--- src/rtl/cla_shared_add_sched.sv ---
// cla_shared_add_sched
//
// Shares one 4-bit generate/propagate carry-lookahead slice between two
// requesters. A round-robin arbiter picks one WIDTH-bit add job. The job
// then runs through the slice one nibble per cycle, LSB nibble first, with
// the inter-nibble carry held in a register. The result is returned on a
// valid/ready channel, tagged with the owning requester.
//
// Ports:
//   clk, rst                    clock (rising edge), synchronous active-high reset
//   reqN_valid / reqN_ready     job handshake for requester N (N = 0, 1)
//   reqN_a, reqN_b, reqN_cin    job operands, sampled only at the handshake
//   rsp_valid / rsp_ready       result handshake
//   rsp_sum, rsp_cout           (a+b+cin) mod 2^WIDTH and its carry-out
//   rsp_id                      requester that owns the result
//   busy                        a job is in flight (ADD or DONE)
//
// Timing: a job accepted in cycle 0 presents rsp_valid in cycle NIB+1.
// With rsp_ready held high, the block is occupied for NIB+2 cycles per job.

module cla_shared_add_sched #(
  parameter int WIDTH = 16
) (
  input  logic             clk,
  input  logic             rst,
  input  logic             req0_valid,
  output logic             req0_ready,
  input  logic [WIDTH-1:0] req0_a,
  input  logic [WIDTH-1:0] req0_b,
  input  logic             req0_cin,
  input  logic             req1_valid,
  output logic             req1_ready,
  input  logic [WIDTH-1:0] req1_a,
  input  logic [WIDTH-1:0] req1_b,
  input  logic             req1_cin,
  output logic             rsp_valid,
  input  logic             rsp_ready,
  output logic [WIDTH-1:0] rsp_sum,
  output logic             rsp_cout,
  output logic             rsp_id,
  output logic             busy
);

  localparam int NIB  = WIDTH / 4;
  // Keep the nibble index at least one bit wide so WIDTH=4 still elaborates.
  localparam int IDXW = (NIB > 1) ? $clog2(NIB) : 1;
  localparam logic [IDXW-1:0] LAST_IDX = IDXW'(NIB - 1);

  typedef enum logic [1:0] {
    IDLE = 2'd0,
    ADD  = 2'd1,
    DONE = 2'd2
  } state_t;

  state_t           state_q, state_d;
  logic [WIDTH-1:0] a_q, b_q;
  logic             carry_q;
  logic [IDXW-1:0]  idx_q;
  logic             last_served_q;

  // ---------------------------------------------------------------------------
  // Arbitration. A requester wins outright when it is alone. On a tie, the
  // winner is the requester that was not served last. The readies depend only
  // on the valids and the state, so a requester may hold valid without looking
  // at ready.
  // ---------------------------------------------------------------------------
  logic grant0, grant1, accept_ok;

  assign grant0    = req0_valid & (~req1_valid |  last_served_q);
  assign grant1    = req1_valid & (~req0_valid | ~last_served_q);
  // NOTE: rst gates the readies combinationally. A requester must not see a
  // handshake in a cycle where the synchronous reset will discard the job.
  assign accept_ok  = (state_q == IDLE) & ~rst;
  assign req0_ready = accept_ok & grant0;
  assign req1_ready = accept_ok & grant1;

  assign rsp_valid = (state_q == DONE);
  assign busy      = (state_q != IDLE);

  // ---------------------------------------------------------------------------
  // Shared 4-bit lookahead slice. The carries are written as flattened
  // lookahead equations, so no carry depends on another carry.
  // ---------------------------------------------------------------------------
  logic [3:0] nib_a, nib_b, g, p, c, nib_sum;
  logic       nib_cout;

  assign nib_a = a_q[{idx_q, 2'b00} +: 4];
  assign nib_b = b_q[{idx_q, 2'b00} +: 4];
  assign g     = nib_a & nib_b;
  assign p     = nib_a ^ nib_b;

  assign c[0] = carry_q;
  assign c[1] = g[0] | (p[0] & carry_q);
  assign c[2] = g[1] | (p[1] & g[0]) | (p[1] & p[0] & carry_q);
  assign c[3] = g[2] | (p[2] & g[1]) | (p[2] & p[1] & g[0])
              | (p[2] & p[1] & p[0] & carry_q);
  assign nib_cout = g[3] | (p[3] & g[2]) | (p[3] & p[2] & g[1])
                  | (p[3] & p[2] & p[1] & g[0])
                  | (p[3] & p[2] & p[1] & p[0] & carry_q);
  assign nib_sum = p ^ c;

  // ---------------------------------------------------------------------------
  // FSM: next-state logic
  // ---------------------------------------------------------------------------
  always_comb begin
    // NOTE: default first, so every path assigns state_d and no latch is inferred.
    state_d = state_q;
    unique case (state_q)
      IDLE:    if (req0_ready | req1_ready) state_d = ADD;
      ADD:     if (idx_q == LAST_IDX)       state_d = DONE;
      DONE:    if (rsp_ready)               state_d = IDLE;
      default:                              state_d = IDLE;
    endcase
  end

  // NOTE: sequential state uses non-blocking assignments only. Every register
  // then samples pre-edge values, whatever the order of the statements.
  always_ff @(posedge clk) begin
    if (rst) state_q <= IDLE;
    else     state_q <= state_d;
  end

  // ---------------------------------------------------------------------------
  // Datapath: operand capture, nibble sequencing, result assembly
  // ---------------------------------------------------------------------------
  always_ff @(posedge clk) begin
    if (rst) begin
      a_q           <= '0;
      b_q           <= '0;
      carry_q       <= 1'b0;
      idx_q         <= '0;
      last_served_q <= 1'b1;   // requester 0 wins the first tie
      rsp_sum       <= '0;
      rsp_cout      <= 1'b0;
      rsp_id        <= 1'b0;
    end else begin
      unique case (state_q)
        IDLE: begin
          if (req0_ready) begin
            a_q           <= req0_a;
            b_q           <= req0_b;
            carry_q       <= req0_cin;
            idx_q         <= '0;
            rsp_sum       <= '0;
            rsp_cout      <= 1'b0;
            rsp_id        <= 1'b0;
            last_served_q <= 1'b0;
          end else if (req1_ready) begin
            a_q           <= req1_a;
            b_q           <= req1_b;
            carry_q       <= req1_cin;
            idx_q         <= '0;
            rsp_sum       <= '0;
            rsp_cout      <= 1'b0;
            rsp_id        <= 1'b1;
            last_served_q <= 1'b1;
          end
        end
        ADD: begin
          rsp_sum[{idx_q, 2'b00} +: 4] <= nib_sum;
          carry_q                      <= nib_cout;
          idx_q                        <= idx_q + 1'b1;
          if (idx_q == LAST_IDX) rsp_cout <= nib_cout;
        end
        default: ;   // DONE: the result is held until the response handshake
      endcase
    end
  end

endmodule

--- config.mk ---
export PLATFORM = sky130hd
export DESIGN_NAME = cla_shared_add_sched
export DESIGN_NICKNAME = d
export VERILOG_FILES = /design/src/rtl/cla_shared_add_sched.sv
export SDC_FILE = /design/constraint.sdc
export NUM_CORES = 1
export LEC_CHECK = 0
export BUFFER_PORTS_ARGS = -buffer_cell sky130_fd_sc_hd__buf_2
export CORE_MARGIN = 4
export CORE_UTILIZATION = 55
export CTS_CLUSTER_DIAMETER = 50
export DETAILED_ROUTE_END_ITERATION = 6
export PLACE_DENSITY = 0.85
export SLEW_MARGIN = 25
export SYNTH_ARGS = -nofsm -noshare
export SYNTH_HDL_FRONTEND = slang
export SYNTH_SLANG_ARGS = --single-unit
--- constraint.sdc ---
create_clock -name clk -period 5.6 [get_ports clk]
set_input_delay 0.56 -clock clk [delete_from_list [all_inputs] [get_ports clk]]
set_output_delay 0.56 -clock clk [all_outputs]
set_load 0.1 [all_outputs]
==> flow_metrics.env <==
export IMPL_wire_per_inst_um=13.9
export IMPL_tritoncts_num_sinks=56
export IMPL_synth_edff_count=0
export IMPL_placed_cell_area_um2=3330
export IMPL_cts_tree="yes"
export IMPL_flops_latches_synth=56
export IMPL_type_of_the_worst_setup_path="reg -> reg"
export IMPL_core_region_area_um2=5140
export IMPL_port_buffers=92
export IMPL_final_nets=454
export IMPL_cts_setup_buffers=0
export IMPL_flow_area_growth_from_synthesis_pct=18.3
export IMPL_drcViolationCount=0
export IMPL_fill_cells=428
export IMPL_groute_usage_overall_pct=19.4
export IMPL_fp_dieW_um=80.9
export IMPL_yosys_warnings=0
export IMPL_largest_family_of_logic_cells_by_synthesized_area="compound AO/OA/AOI/OAI gates"
export IMPL_leakagePower_nw=1.63
export IMPL_holdCritPathClass="reg -> reg"
export IMPL_path_max_fanout=14
export IMPL_hold_violation_total_from_the_final_report=0
export IMPL_initialDrtViolationCount=111
export IMPL_grt_pass1_wl_um=9950
export IMPL_dp_slack_ns=2.56
export IMPL_worst_hold_startpoint="rsp_sum[3]$_SDFFE_PP0P_"
export IMPL_synthMuxAreaShare_pct=17.5
export IMPL_syn_instance_count=294
export IMPL_worst_r2r_path_depth=6
export IMPL_route_vias_total=2429
export IMPL_fp_dieH_um=80.9
export IMPL_hold_buffers=0
export IMPL_cts_resized=0
export IMPL_min_period_over_period_pct=50.3
export IMPL_tightest_slew_ns=0.760
export IMPL_synth_xor_area_share_pct=0.300
export IMPL_max_cap_violations=0
export IMPL_worst_endpoint_arrival_ns=3.02
export IMPL_synth_area_per_cell_um2=9.93
export IMPL_finish_instance_area_um2=3450
export IMPL_grt_remaining_overflow=0
export IMPL_routabilityCongestion=0.882
export IMPL_ctsHtreeMaxLevel=2
export IMPL_number_of_buffers_between_clock_root_and_the_deepest_sink=2
export IMPL_routed_wirelength_um=6170
export IMPL_num_cts_buffers=5
export IMPL_data_required_time_at_the_worst_endpoint_ns=5.80
export IMPL_numPlacedInstances=436
export IMPL_peak_vdd_ir_v=0.000227
export IMPL_placementRows=26
export IMPL_synth_compound_gate_area_share_pct=17.6
export IMPL_root_buffer="clkbuf_8"
export IMPL_pwr_density_cell_nw_per_um2=268
export IMPL_finalNonFillerCells=444
export IMPL_timing_critical_path_from_type="register"
export IMPL_synthAdderAreaFrac_pct=4.54
export IMPL_timing_final_ws_setup_ns=2.78
export IMPL_fraction_of_final_layout_cells_with_drive_strength_greater_than_1_pct=30.7
export IMPL_synth_async_reset_ratio_pct=0
export IMPL_antenna_diode_count=0
export IMPL_min_delay_worst_endpoint="rsp_sum[3]$_SDFFE_PP0P_"
export IMPL_rr_startpoint="idx_q[0]$_SDFFE_PP0P_"
export IMPL_min_delay_path_depth=1
export IMPL_grt_start_max_net_pins=67
export IMPL_worst_hold_margin_ns=0.472
export IMPL_r2r_slack_ns=2.78
export IMPL_hpwl_after_detailed_placement_um=4580
export IMPL_slew_headroom_pct=49.3
export IMPL_syn_nets=375
export IMPL_outcome="finished clean"
export IMPL_rsz0062_at_grt="false"
export IMPL_antenna_found_initial=0
export IMPL_number_of_distinct_library_cell_variants_in_the_gate_level_netlist_after_synthesis=45
export IMPL_setup_tns_ns=0
export IMPL_clock_skew_final_ns=0.0105
export IMPL_clock_latency_ns=0.31
export IMPL_initial_utilization_pct=56.8
export IMPL_worstSetupEndpointType="register"
export IMPL_setup_violations=0
export IMPL_cts_reportedPaths_clkPinSlew_ns=0.09
export IMPL_post_synth_and_or_nand_nor_area_fraction_pct=15.5
export IMPL_via_cell_ratio=5.47
export IMPL_max_freq_ghz=0.355
export IMPL_maxSlewViolCount=0
export IMPL_rr_endpoint="rsp_sum[3]$_SDFFE_PP0P_"
export IMPL_route_antenna_remaining_nets=0
export IMPL_floorplan_die_area_um2=6540
export IMPL_ys_flop_type="dfxtp_1"
export IMPL_netlist_area_um2=2920
export IMPL_drt_pass1_iterations=4
export IMPL_synth_seq_area_share_pct=38.4
export IMPL_io_pin_count=93
export IMPL_first_global_vias=2206
export IMPL_finalWorstPathRequiredPeriod_ns=2.82
[worst max-delay path, cell delays in order (launching register included)]
cell      delay [ns]
dfxtp_1         0.83
mux4_2          0.65
ha_1            0.36
a211o_1         0.30
o211ai_1        0.09
a211o_1         0.20
a2bb2o_1        0.29
[how the worst max path moves through the flow]
stage	from	endpoint	slack, ns	cells past startpoint
CTS	rst	req0_ready	2.55	6
detailed placement	rst	req0_ready	2.56	6
floorplan	idx_q[0]$_SDFFE_PP0P_	rsp_sum[3]$_SDFFE_PP0P_	3.06	7
finish	idx_q[0]$_SDFFE_PP0P_	rsp_sum[3]$_SDFFE_PP0P_	2.78	6
global route	idx_q[0]$_SDFFE_PP0P_	rsp_sum[3]$_SDFFE_PP0P_	2.58	6
global placement	rst	req0_ready	2.61	6
[sequential cells by signal, summed over array words and instances (netlist names)]
| signal | flops |
|---|---|
| a_q | 16 |
| b_q | 16 |
| rsp_sum | 16 |
| idx_q | 2 |
| state_q | 2 |
| carry_q | 1 |
| last_served_q | 1 |
| rsp_cout | 1 |
| rsp_id | 1 |
[placed cells by master (no fill, tap or decap), types with 2 or more instances in the layout]
master and count:
a21oi_1 5, buf_4 2, nand2b_1 2, a211oi_1 32, inv_1 9, a211o_1 2, nand2_1 7, clkbuf_8 6
nor2b_1 2, nand4b_1 3, a221oi_1 2, buf_2 91, nor2_1 51, nor3_1 3, a32oi_1 5, o31ai_1 2
nand3_1 5, ha_1 9, mux2i_1 33, mux4_2 8, a21o_1 2, a22oi_1 6, o21ai_0 3, nand3b_1 6
dfxtp_1 56, o311ai_0 2
[Yosys cell counts (all sizes together) (3+ instances only)]
library cell | n | area (um^2)
dfxtp | 56 | 1120
nor2 | 51 | 191
a211oi | 33 | 253
mux2i | 33 | 330
buf | 14 | 119
ha | 9 | 113
inv | 9 | 33.8
mux4 | 8 | 180
clkbuf | 7 | 26.3
nand2 | 7 | 26.3
a22oi | 6 | 45.0
nand3b | 6 | 45.0
a21oi | 5 | 25.0
a32oi | 5 | 43.8
nand3 | 5 | 25.0
nor3 | 4 | 31.3
nand2b | 3 | 21.3
nand4b | 3 | 26.3
o21ai | 3 | 15.0
o311ai | 3 | 26.3
[layout make-up]
type / instances / area, um^2 / share of cell area (%)
Clock inverter: 2 / 38.8 / 1.12
Clock buffer: 6 / 82.6 / 2.39
Sequential cell: 56 / 1120 / 32.5
Inverter: 9 / 33.8 / 0.978
Timing Repair Buffer: 93 / 470 / 13.6
Multi-Input combinational cell: 208 / 1620 / 46.9
Tap cell: 70 / 87.6 / 2.54
[stage by stage]
stage | utilization [%] | total power (W)
finish | 67.2 | 0.000927
floorplan | - | 0.000612
CTS | 67.1 | 0.000932
global route | 67.2 | 0.000971
global placement | 64.8 | 0.000655
detailed placement | 64.8 | 0.000661
[routing by layer]
metal / part of all wire (%) / track usage (%) / vias up
met4: 1.3 / 6.42 / 0
met5: 0 / 0 / -
met2: 49 / 32.6 / 83
met1: 42 / 24.6 / 1084
li1: - / - / 1252
met3: 7.2 / 4.21 / 10
[kinds of logic (layout without fill, tap and decap cells)]
logic type,Yosys count,in the layout
buffers and inverters,30,110
AND/OR/NAND/NOR,88,88
XOR/XNOR,1,1
multiplexers,41,41
adder cells (fa/ha/maj),10,10
AO/OA/AOI/OAI,68,68
flip-flops,56,56
[power by group]
group / internal [W] / switching, W
Clock: 0.000146 / 0.000129
Combinational: 0.0000848 / 0.000123
Sequential: 0.000424 / 0.0000201
Note: power is estimated with default switching activity, not from simulation.
